## src/rtl/demux1x16_seq_dist_if.sv

```systemverilog
// Bundle of the serial-in / parallel-out signals of the 1:16 sequential demux.
// The master drives the serial side; the slave is the demux itself.
interface demux1x16_seq_dist_if #(
    parameter int N_OUT = 16,
    parameter int SEL_W = 4
);
    logic             in_valid;
    logic             in_bit;
    logic [SEL_W-1:0] sel;
    logic             mode;
    logic             clr;
    logic [N_OUT-1:0] out;
    logic [N_OUT-1:0] out_strobe;
    logic [N_OUT-1:0] frame_out;
    logic             frame_done;
    logic [SEL_W-1:0] scan_idx;

    modport master (
        output in_valid, in_bit, sel, mode, clr,
        input  out, out_strobe, frame_out, frame_done, scan_idx
    );

    modport slave (
        input  in_valid, in_bit, sel, mode, clr,
        output out, out_strobe, frame_out, frame_done, scan_idx
    );
endinterface

```

## src/rtl/demux1x16_seq_dist.sv

```systemverilog
// Sequential 1-to-16 demultiplexer.
// Addressed mode writes the channel chosen by sel; auto-scan mode fills channels
// 0..N_OUT-1 from an internal counter and commits the full frame atomically when
// the last channel is written. All outputs are registered (1-cycle latency).
module demux1x16_seq_dist #(
    parameter int N_OUT = 16,
    parameter int SEL_W = 4
) (
    input  logic                        clk,
    input  logic                        rst_n,
    demux1x16_seq_dist_if.slave         bus
);

    logic [N_OUT-1:0] out_q;
    logic [N_OUT-1:0] out_d;
    logic [N_OUT-1:0] strobe_q;
    logic [N_OUT-1:0] strobe_d;
    logic [N_OUT-1:0] frame_q;
    logic [N_OUT-1:0] frame_d;
    logic             done_q;
    logic             done_d;
    logic [SEL_W-1:0] idx_q;
    logic [SEL_W-1:0] idx_d;
    logic [SEL_W-1:0] target_s;
    logic             last_s;

    // One-hot decode of a channel number.
    function automatic logic [N_OUT-1:0] one_hot(input logic [SEL_W-1:0] idx);
        logic [N_OUT-1:0] base;
        base    = {{(N_OUT-1){1'b0}}, 1'b1};
        one_hot = base << idx;
    endfunction

    // Channel to write this cycle and whether it closes an auto-scan frame.
    always_comb begin
        target_s = bus.mode ? idx_q : bus.sel;
        last_s   = (idx_q == SEL_W'(N_OUT - 1));
    end

    // Next-state: clear beats write; addressed mode pins the scan counter at 0.
    always_comb begin
        out_d    = out_q;
        strobe_d = {N_OUT{1'b0}};
        frame_d  = frame_q;
        done_d   = 1'b0;
        idx_d    = bus.mode ? idx_q : {SEL_W{1'b0}};
        if (bus.clr) begin
            out_d = {N_OUT{1'b0}};
            idx_d = {SEL_W{1'b0}};
        end else if (bus.in_valid) begin
            out_d[target_s] = bus.in_bit;
            strobe_d        = one_hot(target_s);
            if (bus.mode) begin
                idx_d = idx_q + {{(SEL_W-1){1'b0}}, 1'b1};
                if (last_s) begin
                    // Commit includes the bit being written on this same edge.
                    frame_d = out_d;
                    done_d  = 1'b1;
                end else begin
                    frame_d = frame_q;
                end
            end else begin
                idx_d = {SEL_W{1'b0}};
            end
        end else begin
            strobe_d = {N_OUT{1'b0}};
        end
    end

    // State registers with synchronous active-low reset.
    always_ff @(posedge clk) begin
        if (!rst_n) begin
            out_q    <= {N_OUT{1'b0}};
            strobe_q <= {N_OUT{1'b0}};
            frame_q  <= {N_OUT{1'b0}};
            done_q   <= 1'b0;
            idx_q    <= {SEL_W{1'b0}};
        end else begin
            out_q    <= out_d;
            strobe_q <= strobe_d;
            frame_q  <= frame_d;
            done_q   <= done_d;
            idx_q    <= idx_d;
        end
    end

    assign bus.out        = out_q;
    assign bus.out_strobe = strobe_q;
    assign bus.frame_out  = frame_q;
    assign bus.frame_done = done_q;
    assign bus.scan_idx   = idx_q;

endmodule
```

## src/flat_wrapper.sv

```systemverilog
// flat-port wrapper written by rule: the top's interface ports become plain ports
module demux1x16_seq_dist_flat 
#(
    parameter int N_OUT = 16,
    parameter int SEL_W = 4
)
  (clk, rst_n, bus_in_valid, bus_in_bit, bus_sel, bus_mode, bus_clr, bus_out, bus_out_strobe, bus_frame_out, bus_frame_done, bus_scan_idx);
  demux1x16_seq_dist_if #(.N_OUT(N_OUT), .SEL_W(SEL_W)) bus_i ();
  input  logic clk;
  input  logic rst_n;
  input wire logic [$bits(bus_i.in_valid)-1:0] bus_in_valid;
  input wire logic [$bits(bus_i.in_bit)-1:0] bus_in_bit;
  input wire logic [$bits(bus_i.sel)-1:0] bus_sel;
  input wire logic [$bits(bus_i.mode)-1:0] bus_mode;
  input wire logic [$bits(bus_i.clr)-1:0] bus_clr;
  output wire logic [$bits(bus_i.out)-1:0] bus_out;
  output wire logic [$bits(bus_i.out_strobe)-1:0] bus_out_strobe;
  output wire logic [$bits(bus_i.frame_out)-1:0] bus_frame_out;
  output wire logic [$bits(bus_i.frame_done)-1:0] bus_frame_done;
  output wire logic [$bits(bus_i.scan_idx)-1:0] bus_scan_idx;
  assign bus_i.in_valid = bus_in_valid;
  assign bus_i.in_bit = bus_in_bit;
  assign bus_i.sel = bus_sel;
  assign bus_i.mode = bus_mode;
  assign bus_i.clr = bus_clr;
  assign bus_out = bus_i.out;
  assign bus_out_strobe = bus_i.out_strobe;
  assign bus_frame_out = bus_i.frame_out;
  assign bus_frame_done = bus_i.frame_done;
  assign bus_scan_idx = bus_i.scan_idx;
  demux1x16_seq_dist #(.N_OUT(N_OUT), .SEL_W(SEL_W)) u_core (.clk(clk), .rst_n(rst_n), .bus(bus_i));
endmodule
```

## config.mk

```make
export PLATFORM = sky130hd
export DESIGN_NAME = demux1x16_seq_dist_flat
export DESIGN_NICKNAME = d
export VERILOG_FILES = /design/src/rtl/demux1x16_seq_dist_if.sv /design/src/rtl/demux1x16_seq_dist.sv /design/src/flat_wrapper.sv
export SDC_FILE = /design/constraint.sdc
export NUM_CORES = 1
export LEC_CHECK = 0
export ABC_AREA = 1
export BUFFER_PORTS_ARGS = -buffer_cell sky130_fd_sc_hd__buf_2
export CORE_UTILIZATION = 52
export DETAILED_ROUTE_END_ITERATION = 10
export GPL_TIMING_DRIVEN = 0
export PLACE_DENSITY_LB_ADDON = 0.15
export SLEW_MARGIN = 20
export SYNTH_ARGS = -nofsm -noshare
export SYNTH_HDL_FRONTEND = slang
export SYNTH_SLANG_ARGS = --single-unit
```

## constraint.sdc

```tcl
create_clock -name clk -period 1.9 [get_ports clk]
set_clock_uncertainty 0.15 [all_clocks]
set_input_delay 0.285 -clock clk [delete_from_list [all_inputs] [get_ports clk]]
set_output_delay 0.285 -clock clk [all_outputs]
set_load 0.05 [all_outputs]
```

==> impl_metrics.json, run 1 <==
{
  "min_delay_path_depth": 3,
  "sequentialPowerShare": 0.560,
  "p_switching_uw": 569.7,
  "slowest_delay_ns": 0.41,
  "multi_input_combinational_cell_area_um2": 1094,
  "worst_setup_path_startpoint": "u_core.bus.scan_idx[0]",
  "slew_headroom": 0.6300,
  "synth.area.top_cells": "dfxtp_1 (44%), nand2_1 (17%), nand3_1 (10%)",
  "worstHoldPathType": "primary input to flop",
  "pin_count": 63,
  "placement_rows": 24,
  "routed-via-count": 2300,
  "worst-slew-pin-transition_ns": 0.5550,
  "die_x_um": 69.94,
  "regArea_um2": 1064,
  "worst_setup_path_end_kind": "flop",
  "die_h_um": 69.94,
  "layout-drive-gt1-share": 0.2262,
  "unrepaired_setup_endpoints_after_global_routing": "no",
  "syn-mean-instance-area_um2": 6.798,
  "clock_path_buffers": 2,
  "synthDistinctLibCells": 20,
  "path_clk_slew_ns": 0.09,
  "area.growth.synth_to_final_pct": 19.13,
  "grt_use_total": 0.2438,
  "synth-seq-cells": 53,
  "critical_path_peak_fanout": 10,
  "diodes": 0,
  "detailedRoute.firstIterationViolations": 183,
  "routed_via_count_divided_by_cell_count": 4.873,
  "period_share": 0.9215,
  "mappedNetlistArea_um2": 2400,
  "n_fill_cell": 421,
  "timing.critical_path.buf_inv": 2,
  "grt_pass1_wl_um": 9390,
  "crit_path_cell_trace": "ha_1, nand2_1, nor4_4, buf_6, nand3_1, nand2_1, inv_1",
  "power_switching_share": 0.2809,
  "r2r_setup_slack_ns": 0.15,
  "total_leakage_power_uw": 0.001659,
  "regToRegStartpoint": "u_core.bus.scan_idx[0]",
  "drt-pass1-iter-count": 4,
  "detail_route.wirelength_um": 5532,
  "first_global_vias": 2025,
  "layout.cells.non_filler": 472,
  "dpl.cell_count": 464,
  "cp_data_arrival_time_ns": 1.82,
  "postCtsHoldBufs": 0,
  "final_hold_viol_count": 0,
  "power_per_cell_area_nw_per_um2": 709.3,
  "remaining_drc_errors": 0,
  "worst_skew_pair.late_latency_ns": 0.31,
  "finalNetCount": 430,
  "core_region_area_um2": 4384,
  "critical_path.top_delay_family": "simple AND/OR/NAND/NOR gates",
  "cp-start-kind": "flop",
  "clock-sinks": 53,
  "worstRegToRegCells": 7,
  "postSynthCellCount": 353,
  "status": "completed",
  "drv_cap": 0,
  "detail-route-antenna-nets": 0,
  "remaining_global_route_overflow": 0,
  "die_outline_area_um2": 4891,
  "place_hpwl_um": 4029,
  "syn-num-nets": 364,
  "final_slew_viol_count": 0,
  "vdd_ir_drop_max_uv": 567.1,
  "routed_wire_length_per_instance_um": 11.72,
  "grt_max_degree": 17,
  "hold_path_end": "u_core.bus.scan_idx[1]",
  "max_clk_rate_mhz": 571.2,
  "tritoncts": "built",
  "finalSetupTns_ns": 0,
  "crit_path_top_delay_cell": "nor4_4",
  "cts_max_level": 2,
  "worstSetupPathType": "flop to flop",
  "yosysWarnings": 0,
  "cts_made_buffers": 5,
  "yosys.area.top_type": "dfxtp_1",
  "synth.top_cell.area_share": 0.4421,
  "cts_root_buffer": "clkbuf_8",
  "antenna_found_initial": 0,
  "required_ns": 1.97,
  "combinationalPowerShare": 0.131,
  "hold_path_startpoint": "bus_mode",
  "cellInternalPower_uw": 1458,
  "globalplace.congestion": 0.8079,
  "timing.rr.end": "u_core.bus.frame_out[4]",
  "critical-path-top-cell-by-count": "nand2_1",
  "port-buffer-count": 59,
  "final.min_clock_period_ns": 1.751,
  "synth-seq-area-share": 0.4421,
  "final-setup-viol-count": 0,
  "p_clk_frac": 0.309,
  "initial_core_util": 0.5474
}
worst reg2reg max path, delay by kind of cell (launching register included):
kind / cells / cell delay, ns
simple gates: 4 / 0.70
flops: 1 / 0.39
buf+inv: 2 / 0.25
fa+ha+maj: 1 / 0.19
layout by cell type, fill, tap and decap left out, drive strengths merged, types with 2 or more instances in the layout:
cell and n:
nand2 121, buf 68, nor2 58, dfxtp 53, nand3 50, inv 47
clkbuf 12, xnor2 2, nor3 2, nor4 2
layer usage:
metal	GRT usage	wire length [um]	vias up
met5	0	0	-
met4	0.07556	80	0
met3	0.04906	335	8
met2	0.3996	2603	80
met1	0.3235	2513	1013
li1	-	-	1199
synth_stat cells:
cell / count
nor2_1: 52
buf_6: 3
a21oi_1: 1
buf_1: 4
buf_2: 2
inv_2: 3
ha_1: 1
nand2_2: 10
nand2_1: 111
nor3_1: 2
xnor2_1: 2
nand3_1: 50
nor4_4: 1
inv_1: 43
dfxtp_1: 53
nor4_1: 1
clkbuf_1: 6
nand4_2: 1
nor2_4: 6
o31ai_1: 1
logic make-up (layout without fill, tap and decap cells):
kind of cell             Yosys count  in the layout  share of synthesized area
XOR/XNOR                           2              2                   0.007301
AO/OA/AOI/OAI                      2              2                   0.005213
AND/OR/NAND/NOR                  234            234                     0.4343
flip-flops                        53             53                     0.4421
adder cells (fa/ha/maj)            1              1                   0.005213
buffers and inverters             61            128                     0.1058
layout make-up:
type,count,area share
tap,52,0.02276
clock inverter,2,0.004814
inverter,46,0.06039
clock buffer,6,0.02538
multi-input combinational,239,0.3825
timing repair buffer,59,0.1033
sequential,53,0.3720
buffer,15,0.02888
per-stage QoR:
step,instance area (um^2),power [uW],hold WS [ns],setup WS (ns),util
2_1_floorplan,2402,1362,0.3507,0.05691,-
6_report,2859,2028,0.1515,0.1492,0.6521
3_3_place_gp,2763,1422,0.3579,0.1355,0.6301
3_5_place_dp,2763,1425,0.3646,0.1028,0.6301
5_1_grt,2859,2105,0.1702,0.02476,0.6521
4_1_cts,2849,2052,0.1467,0.08905,0.6498
flip-flops by register name (all words and copies together) (netlist names):
name                   flops
u_core.bus.frame_out      16
u_core.bus.frame_done      1
u_core.bus.out            16
u_core.bus.scan_idx        4
u_core.bus.out_strobe     16
power groups by stage:
stage / sequential [uW] / combinational [uW] / clock (uW)
floorplan: 1210 / 147 / 0
global placement: 1160 / 259 / 0
detailed placement: 1160 / 263 / 0
CTS: 1140 / 263 / 652
global route: 1140 / 289 / 677
finish: 1140 / 265 / 627
worst max-delay path by stage:
stage	cells after the start	to
after detailed placement	8	u_core.bus.frame_out[5]
after global routing	7	u_core.bus.frame_out[1]
after CTS	8	u_core.bus.frame_out[5]
final	7	u_core.bus.frame_out[4]
after global placement	8	u_core.bus.frame_out[3]
after floorplan	6	u_core.bus.frame_out[10]
repair_timing:
| action | in CTS | in global routing |
|---|---|---|
| buffers inserted | 0 | 0 |
| gates resized for setup | 0 | 3 |
| setup endpoints to repair | 0 | 9 |
No activity file was read; power rests on OpenSTA's default activity.
==> run 2, diff against run 1 <==
BUFFER_PORTS_ARGS = default   (was -buffer_cell sky130_fd_sc_hd__buf_2)
CORE_UTILIZATION = 59   (was 52)
DONT_BUFFER_PORTS = 1   (was default)
==> impl_metrics.json, run 2 (synthesis gave the netlist of run 1 again) <==
{
  "vdd_ir_drop_max_uv": 602.1,
  "worst_skew_pair.late_latency_ns": 0.30,
  "initial_core_util": 0.6364,
  "placement_rows": 22,
  "timing.rr.end": "u_core.bus.frame_out[4]",
  "cp_data_arrival_time_ns": 1.90,
  "layout-drive-gt1-share": 0.1129,
  "postLayoutCellArea_um2": 2586,
  "routed_via_count_divided_by_cell_count": 5.129,
  "required_ns": 1.96,
  "p_total_uw": 2004,
  "grt_pass1_wl_um": 8976,
  "final-setup-viol-count": 0,
  "placedInstanceArea_um2": 2462,
  "worstSetupPathType": "flop to flop",
  "die_x_um": 65.78,
  "core_region_area_um2": 3771,
  "r2r_setup_slack_ns": 0.06,
  "slew_headroom": 0.6272,
  "most-common-layout-cells": "nand2_1 (111), nor2_1 (51), nand3_1 (50)",
  "worstRegToRegCells": 7,
  "pin_count": 63,
  "unrepaired_setup_endpoints_after_global_routing": "no",
  "clock_path_buffers": 2,
  "grt_use_total": 0.2731,
  "clock-sinks": 53,
  "remaining_global_route_overflow": 0,
  "finalSetupTns_ns": 0,
  "final_slew_viol_count": 0,
  "mostFrequentLayoutCell": "nand2_1",
  "detailedRoute.firstIterationViolations": 167,
  "antenna_found_initial": 0,
  "path_clk_slew_ns": 0.09,
  "postCtsHoldBufs": 0,
  "status": "completed",
  "detail-route-antenna-nets": 0,
  "dpl.cell_count": 401,
  "layout.cells.non_filler": 411,
  "first_global_vias": 1962,
  "drt-pass1-iter-count": 4,
  "endpoint": "u_core.bus.frame_out[4]",
  "max_clk_rate_mhz": 542.6,
  "cts_root_buffer": "clkbuf_8",
  "routed-via-count": 2108,
  "routed_wire_length_per_instance_um": 13.03,
  "die_h_um": 65.78,
  "cts_made_buffers": 5,
  "finalNetCount": 373,
  "final.min_clock_period_ns": 1.843,
  "die_outline_area_um2": 4326,
  "diodes": 0,
  "final_critical_path_setup_slack_ns": 0.05701,
  "cts_max_level": 2,
  "power_per_cell_area_nw_per_um2": 774.8,
  "remaining_drc_errors": 0,
  "final_hold_viol_count": 0,
  "worst_setup_path_startpoint": "u_core.bus.scan_idx[2]",
  "globalplace.congestion": 0.8269,
  "period_share": 0.9700,
  "total_leakage_power_uw": 0.001355,
  "regToRegStartpoint": "u_core.bus.scan_idx[2]",
  "drv_cap": 0,
  "area.growth.synth_to_final_pct": 7.768,
  "port-buffer-count": 0,
  "detail_route.wirelength_um": 5355,
  "worstHoldPathType": "primary input to flop",
  "tritoncts": "built",
  "grt_max_degree": 17,
  "place_hpwl_um": 3718,
  "pre_cts_ws_ns": -0.2285,
  "critical_path_peak_fanout": 10,
  "worst_setup_path_end_kind": "flop",
  "cp-start-kind": "flop",
  "worst-slew-pin-transition_ns": 0.5585
}
==> run 2: how the worst min path moves through the flow <==
stage	start	slack, ns	cells past startpoint	to
after global placement	bus_clr	0.39	4	u_core.bus.frame_out[14]
after detailed placement	bus_clr	0.39	4	u_core.bus.frame_out[14]
after CTS	bus_clr	0.08	4	u_core.bus.frame_out[14]
after floorplan	bus_clr	0.35	4	u_core.bus.frame_out[0]
final	bus_clr	0.16	5	u_core.bus.scan_idx[1]
after global routing	bus_mode	0.18	3	u_core.bus.scan_idx[1]
==> run 2: per-layer routing <==
layer / wire length, um / vias up / GRT usage
met5: 0 / - / 0
met4: 80 / 0 / 0.1060
met3: 361 / 8 / 0.08276
met2: 2614 / 66 / 0.4349
met1: 2298 / 949 / 0.3426
li1: - / 1085 / -
==> run 2: power breakdown <==
| part | total, uW | leakage, uW | internal (uW) | switching (uW) |
|---|---|---|---|---|
| Combinational | 187 | 0.000878 | 55.5 | 132 |
| Sequential | 1190 | 0.000432 | 1120 | 66.8 |
| Clock | 628 | 0.0000456 | 263 | 365 |
==> run 2: layout make-up <==
| class | instances | area (um^2) |
|---|---|---|
| clock inverter | 2 | 13.76 |
| sequential | 53 | 1074 |
| clock buffer | 6 | 72.57 |
| inverter | 46 | 172.7 |
| fill | 325 | 1185 |
| timing repair buffer | 2 | 15.01 |
| buffer | 15 | 82.58 |
| tap | 48 | 60.06 |
| multi-input combinational | 239 | 1096 |
==> run 2: through the flow <==
| stage | utilization | hold slack (ns) |
|---|---|---|
| global route | 0.6858 | 0.1803 |
| global placement | 0.6530 | 0.3866 |
| detailed placement | 0.6530 | 0.3871 |
| CTS | 0.6805 | 0.07653 |
| floorplan | - | 0.3507 |
| finish | 0.6858 | 0.1557 |
==> run 2: repair_timing <==
action / 4_1_cts / 5_1_grt
gates resized for setup: 6 / 3
endpoints found under the hold margin: 0 / 0
setup buffers: 0 / 2
endpoints found under the setup margin: 29 / 17
pin swaps: 0 / 1
==> run 2: worst max-delay path, cell delays in order, from the launching register on <==
cell	delay (ns)
dfxtp_2	0.53
inv_1	0.19
nor4_4	0.29
buf_4	0.20
buf_6	0.15
nand3_1	0.12
nand2_1	0.08
inv_1	0.03
